`src/rtl/atb_funnel.sv`:
```
// N-input ATB trace funnel: round-robin arbitration with bounded hold per source,
// a registered master port, flush fan-out/fan-in, syncreq broadcast and wakeup aggregation.
module atb_funnel #(
   parameter int NUM_PORTS = 4,
   parameter int DATA_W    = 32,
   parameter int ID_W      = 7,
   parameter int HOLD      = 4,
   parameter int BYTES_W   = $clog2(DATA_W / 8)
) (
   input  logic                          atclk,
   input  logic                          atresetn,
   input  logic                          atclken,
   input  logic [NUM_PORTS*DATA_W-1:0]   s_atdata,
   input  logic [NUM_PORTS*BYTES_W-1:0]  s_atbytes,
   input  logic [NUM_PORTS*ID_W-1:0]     s_atid,
   input  logic [NUM_PORTS-1:0]          s_atvalid,
   output logic [NUM_PORTS-1:0]          s_atready,
   output logic [NUM_PORTS-1:0]          s_afvalid,
   input  logic [NUM_PORTS-1:0]          s_afready,
   output logic [NUM_PORTS-1:0]          s_syncreq,
   input  logic [NUM_PORTS-1:0]          s_atwakeup,
   output logic [DATA_W-1:0]             m_atdata,
   output logic [BYTES_W-1:0]            m_atbytes,
   output logic [ID_W-1:0]               m_atid,
   output logic                          m_atvalid,
   input  logic                          m_atready,
   input  logic                          m_afvalid,
   output logic                          m_afready,
   input  logic                          m_syncreq,
   output logic                          m_atwakeup
);

   localparam int CUR_W = (NUM_PORTS > 1) ? $clog2(NUM_PORTS) : 1;
   localparam int CNT_W = $clog2(HOLD + 1);

   typedef enum logic [1:0] {
      ST_IDLE  = 2'd0,
      ST_FLUSH = 2'd1,
      ST_ACK   = 2'd2
   } flush_state_t;

   logic [CUR_W-1:0]     cur;
   logic [CNT_W-1:0]     cnt;
   logic [CUR_W-1:0]     win;
   logic [CUR_W-1:0]     cand;
   logic                 any_valid;
   logic                 sticky;
   logic [NUM_PORTS-1:0] sel;
   logic [DATA_W-1:0]    mux_data;
   logic [BYTES_W-1:0]   mux_bytes;
   logic [ID_W-1:0]      mux_id;
   logic                 out_free;
   logic                 load;
   flush_state_t         state;
   logic [NUM_PORTS-1:0] done;

   assign sticky = s_atvalid[cur] && (cnt < CNT_W'(HOLD));

   // Search starts at cur+1 and wraps onto cur last, so a lone port that has
   // used up its hold budget still wins again.
   always_comb begin
      // NOTE: every combinational output gets a default first so no path leaves it unassigned (no latch).
      win       = '0;
      cand      = '0;
      any_valid = 1'b0;
      if (sticky) begin
         win       = cur;
         any_valid = 1'b1;
      end else begin
         for (int k = 1; k <= NUM_PORTS; k++) begin
            cand = CUR_W'((int'(cur) + k) % NUM_PORTS);
            if (!any_valid && s_atvalid[cand]) begin
               win       = cand;
               any_valid = 1'b1;
            end
         end
      end
   end

   always_comb begin
      sel       = '0;
      mux_data  = '0;
      mux_bytes = '0;
      mux_id    = '0;
      for (int i = 0; i < NUM_PORTS; i++) begin
         if (any_valid && (win == CUR_W'(i))) begin
            sel[i]    = 1'b1;
            mux_data  = s_atdata[i*DATA_W +: DATA_W];
            mux_bytes = s_atbytes[i*BYTES_W +: BYTES_W];
            mux_id    = s_atid[i*ID_W +: ID_W];
         end
      end
   end

   assign out_free  = ~m_atvalid | m_atready;
   assign load      = atclken & out_free & any_valid;
   assign s_atready = (atclken && out_free) ? sel : '0;

   // NOTE: sequential state uses non-blocking assignments so all registers update together at the edge.
   always_ff @(posedge atclk or negedge atresetn) begin
      if (!atresetn) begin
         m_atdata  <= '0;
         m_atbytes <= '0;
         m_atid    <= '0;
         m_atvalid <= 1'b0;
         cur       <= '0;
         cnt       <= '0;
      end else if (atclken) begin
         if (load) begin
            m_atdata  <= mux_data;
            m_atbytes <= mux_bytes;
            m_atid    <= mux_id;
            m_atvalid <= 1'b1;
            cur       <= win;
            if ((win == cur) && (cnt < CNT_W'(HOLD)))
               cnt <= cnt + CNT_W'(1);
            else
               cnt <= CNT_W'(1);
         end else if (m_atready) begin
            m_atvalid <= 1'b0;
         end
      end
   end

   // Flush completes only once every slave has acked and the output register
   // has nothing left in it that predates the acknowledgement.
   always_ff @(posedge atclk or negedge atresetn) begin
      if (!atresetn) begin
         state     <= ST_IDLE;
         done      <= '0;
         m_afready <= 1'b0;
         s_syncreq <= '0;
      end else if (atclken) begin
         s_syncreq <= {NUM_PORTS{m_syncreq}};
         case (state)
            ST_IDLE: begin
               m_afready <= 1'b0;
               if (m_afvalid)
                  state <= ST_FLUSH;
            end
            ST_FLUSH: begin
               done <= done | (s_afvalid & s_afready);
               if ((&done) && out_free) begin
                  state     <= ST_ACK;
                  m_afready <= 1'b1;
               end
            end
            ST_ACK: begin
               m_afready <= 1'b0;
               done      <= '0;
               state     <= ST_IDLE;
            end
            default: begin
               m_afready <= 1'b0;
               done      <= '0;
               state     <= ST_IDLE;
            end
         endcase
      end
   end

   assign s_afvalid  = (state == ST_FLUSH) ? ~done : '0;
   assign m_atwakeup = (|s_atwakeup) | m_atvalid | (state != ST_IDLE);

endmodule

```
`config.mk`:
```
export PLATFORM = sky130hd
export DESIGN_NAME = atb_funnel
export DESIGN_NICKNAME = d
export VERILOG_FILES = /design/src/rtl/atb_funnel.sv
export SDC_FILE = /design/constraint.sdc
export NUM_CORES = 1
export LEC_CHECK = 0
export BUFFER_PORTS_ARGS = -buffer_cell sky130_fd_sc_hd__buf_2
export CAP_MARGIN = 0
export CORE_MARGIN = 3
export CORE_UTILIZATION = 43
export CTS_CLUSTER_DIAMETER = 80
export DETAILED_ROUTE_END_ITERATION = 10
export GPL_TIMING_DRIVEN = 0
export PLACE_DENSITY_LB_ADDON = 0.05
export SKIP_CTS_REPAIR_TIMING = 1
export SLEW_MARGIN = 20
export SYNTH_ARGS = -nofsm -noshare
export SYNTH_HDL_FRONTEND = slang
export SYNTH_SLANG_ARGS = --single-unit
```
`constraint.sdc`:
```
create_clock -name atclk -period 3.15 [get_ports atclk]
set_clock_uncertainty 0.2 [all_clocks]
set_input_delay 0.1575 -clock atclk [delete_from_list [all_inputs] [get_ports atclk]]
set_output_delay 0.1575 -clock atclk [all_outputs]
set_load 0.01 [all_outputs]
```
* Yosys cells after proc, flatten, opt, wreduce, memory -nomap -nowiden
Cells that the tools add are included.
Storage, ports and cells: bits in latches 0, memory bits (read-only) 0, word-level logic and storage cells 113, input bits 182, RAM bits 0, memories kept 0, output and inout port bits 56, register bits after elaboration 55
Operators by class: eq/ne operators 7, divide/modulo/power cells 0, bitwise logic cells 10, add/subtract/negate cells 5, multiply operators 0, muxes and demuxes 50, shifts and indexed selects 0, order comparisons 6, reduce and logical (&&, ||, !) cells 25
Operator list (number):
- $mux W32 | 4
- $mux W7 | 4
- $mux W2 | 11
- $mux W1 | 21
- $lt A2 B3 Y1 const B | 5
- $logic_and A1 B1 Y1 | 11
- $bmux W1 S2 | 5
- $mux W4 | 2
- $pmux W4 S2 | 1
- $reduce_and A2 Y1 | 4
- $add A2 B1 Y2 const B | 2
- $add A2 B2 Y2 const B | 2
- $and A4 B4 Y4 | 1
- $eq A2 B1 Y1 const B | 2
- $eq A2 B2 Y1 const B | 2
- $logic_not A2 Y1 | 2
- $ne A2 B2 Y1 const B | 2
- $not A4 Y4 | 1
- $or A4 B4 Y4 | 1
- $pmux W2 S2 | 1
- $reduce_and A4 Y1 | 1
- $reduce_bool A2 Y1 | 2
- $reduce_or A4 Y1 | 1
- $add A3 B1 Y3 const B | 1
- other kinds (8) | 14

* Logic depth before layout (Yosys ltp)
word-level depth 23, depth in mapped cells 9, gate-level depth less buffers 6

* Least setup slack after synthesis
Ideal clock, no wire load.
kind register -> register, from register cur[1], to register m_atdata[10], setup slack 834 ps, path buffers 2, arrival time 2022 ps, library setup time 94 ps, cell stages (with the launch flop) 9, path through dfrtp_1 > buf_6 > or3b_2 > a21boi_0 > nor2_1 > o211ai_1 > clkbuf_1 > a221oi_1 > a211oi_1
Between the ends: longest elaborated chain between the ends 23
RTL lines:
- from (decl) | RTL line 42 | logic [CUR_W-1:0] cur;
- from (signal assigned) | RTL line 114 | cur <= win;
- $add A2 B1 Y2 | RTL line 71 | cand = CUR_W'((int'(cur) + k) % NUM_PORTS);
- $bmux W1 S2 | RTL line 72 | if (!any_valid && s_atvalid[cand]) begin
- $mux W1 (implied by the code) | RTL line 72
- $mux W1 | RTL line 72
- $mux W1 | RTL line 66 | if (sticky) begin
- $logic_not A1 Y1 | RTL line 72
- $logic_and A1 B1 Y1 | RTL line 72
- $mux W1 | RTL line 72
- [... 4 more ...]
- $mux W1 | RTL line 66
- $logic_not A1 Y1 | RTL line 72
- $logic_and A1 B1 Y1 | RTL line 72
- $mux W2 | RTL line 72
- $mux W2 | RTL line 66
- $logic_not A2 Y1 | RTL line 86 | if (any_valid && (win == CUR_W'(i))) begin
- $logic_and A1 B1 Y1 | RTL line 86
- $mux W32 (4 in series) | RTL line 86
- to (signal assigned) | RTL line 110 | m_atdata <= mux_data;
- to (decl) | RTL line 22 | output logic [DATA_W-1:0] m_atdata,
Several ways; a longest one is shown, not always the timed one. The select of a mux whose other input is x is not followed. A chain may end at the register's enable or synchronous reset.

* Worst setup path after layout
from register cur[0], to register m_atdata[22]
The elaborated chain is that of the path after synthesis.

==> impl_metrics.toml <==
[clock_tree]
cts.sinks = 55
clk_path_buf_depth = 2
cts_max_level = 2
path_clk_slew_ns = 0.10
insertion_delay_ns = 0.30
cts-root-buf = "clkbuf_8"
cts_tree = "yes"
cts_buffers = 5

[critical_path]
end_kind = "register"
path_class = "register to register"
cp.required_ns = 3.17
crit_slowest_cell = "dlygate4sd3_1"
arrival_ns = 3.02
slowest_delay_ns = 0.55
path_max_fanout = 10
crit_chain = "nand2b_1 -> o41ai_2 -> o22ai_4 -> a21o_1 -> buf_4 -> buf_6 -> mux2i_1 -> dlygate4sd3_1 -> a211oi_1"
start_kind = "register"

[floorplan]
die-area_mm2 = 0.00954
io_pins = 238
num_rows = 32
core_area_mm2 = 0.00793
die_w_um = 97.7
fp.dieH_um = 97.7
start_util = 0.456

[global_route]
grt_pass1_wl_um = 19200
grt_max_degree = 56
antenna_found_initial = 0
grt-ovfl-total = 0
track_usage = 0.248
grt_pass1_vias = 3895

[finish]
n_antenna_cell = 0
nFillCells = 702
fin_area_mm2 = 0.00521
final_core_util = 0.658
multiInputGateArea_mm2 = 0.00196
seq_area_mm2 = 0.00138
final_nets = 797
syn_to_final_growth_pct = 44.3
final_layout_size_suffix_gt1_frac = 0.464

[logic_synthesis]
synth_area_per_cell_um2 = 10.2
synth-edff-count = 0
netlist_area_mm2 = 0.00361
synth_flop_cell = "dfrtp_1"
yosys_register_bits = 55
synth.distinct_cells = 58
synthCells = 355
async_flop_share = 1.00
yosysTopAreaCell = "dfrtp_1"
synth_most_common_cell = "nor2_1"
yosysSeqAreaShare = 0.381
syn-num-nets = 538
synth_top_cells_by_count = "57 x nor2_1, 55 x dfrtp_1, 51 x mux2i_1"
synth_top_area_share = 0.381
yosys_warnings = 0
synthTopCellsByArea = "dfrtp_1 38%, mux2i_1 14%, a221oi_1 9.9%, a211oi_1 7.1%, nor2_1 5.9%"

[power_and_ir_drop]
power_mw = 4.51
leakage_nw = 2.52
peakVddDrop_uv = 485
powerDensity_mw_per_mm2 = 865

[placed_design]
gp_congestion = 0.834
port_buffers = 232
place_area_mm2 = 0.00490
dp_hpwl_um = 9810

[sta]
hold_ws_ns = -0.0504
rsz0062_at_grt = "false"
finalCriticalPeriod_ns = 3.00
worst_pin_slew_ns = 0.703
period_share = 0.952
setup_viol = 0
finalHoldViolCount = 19
clock.fmax_mhz = 334
relSlewSlack = 0.532
slew_viol_final = 0
finalSetupTns_ns = 0

[drt]
vias_per_cell = 5.44
wl_per_cell_um = 17.7
ant_nets = 0
num_vias = 3895
first_iter_violations = 115
first_pass_iters = 4
drcViolationCount = 0
wl_um = 12700

[outcome]
violations = "hold timing"
outcome = "complete, but fails checks"

[min_path]
worstHoldPathType = "input port to register"

[run]
maxCapViolations = 0
final timing paths:
path / startpoint / endpoint / slack, ns / cells past startpoint
max: cur[0] / m_atdata[22] / 0.15 / 9
min: s_afready[0] / done[0] / -0.05 / 3
max reg2reg: cur[0] / m_atdata[22] / 0.15 / 9
min reg2reg: cnt[0] / cnt[0] / 0.28 / 1
max in group asynchronous: atresetn / m_atvalid / 2.04 / 2
min in group asynchronous: atresetn / m_atdata[21] / 0.24 / 2
where the power goes:
part	switching (mW)	internal [mW]
clock network	0.223	0.234
registers	0.193	1.04
logic	1.56	1.26
total	1.98	2.53
layout by cell type (no fill, tap or decap), drive strengths merged, types with 3 or more instances in the layout:
cell         synthesis  routed
a221oi              41      41
a211oi              36      36
nor2                59      59
a21oi               10      10
o21a                 3       3
clkbuf               8      14
dfrtp               55      55
a31oi                4       4
dlygate4sd3          1      21
buf                 26     258
nand2                9       9
o32ai                3       3
nor3                 3       3
mux2i               51      51
inv                  3       3
nand2b               3       3
a21boi               3       3
and2b                7       7
critical path, delay by kind of cell (launching register included):
family          cells  cell delay, ns
mux                 1            0.12
simple gates        1            0.21
flops               1            0.41
compound gates      4            1.09
buf+inv             3            0.89
routing by layer:
metal | up-vias | GRT usage | wire length (um)
li1 | 1875 | - | -
met1 | 1835 | 0.282 | 4860
met2 | 164 | 0.450 | 6530
met3 | 21 | 0.0689 | 977
met4 | 0 | 0.0735 | 298
met5 | - | 0 | 0
state kept, by name, summed over array words and instances, names as in the netlist:
name,flops
m_atbytes,2
done,4
s_syncreq,1
cnt,3
m_atdata,32
m_atvalid,1
m_atid,7
state,2
m_afready,1
cur,2
per-stage QoR:
stage,instances,worst slack (ns)
2_1_floorplan,355,0.834
3_3_place_gp,689,0.276
3_5_place_dp,689,0.189
4_1_cts,696,0.0297
5_1_grt,716,0.00116
6_report,716,0.153
layout make-up:
type,instances,area share
multi-input cells,261,0.376
well taps,102,0.0245
flip-flops and latches,55,0.264
clock inverters,1,0.00576
repair buffers,252,0.262
plain buffers,36,0.0523
clock buffers,6,0.0139
inverters,3,0.00216
kinds of logic (layout without fill, tap and decap cells):
family | count (synthesis) | in the layout | share of synthesized area
adder cells (fa/ha/maj) | 1 | 1 | 0.00346
AND/OR/NAND/NOR | 95 | 95 | 0.132
AO/OA/AOI/OAI | 112 | 112 | 0.258
buffers and inverters | 39 | 298 | 0.0786
flip-flops | 55 | 55 | 0.381
multiplexers | 53 | 53 | 0.148
(Power assumes the default switching activity.)
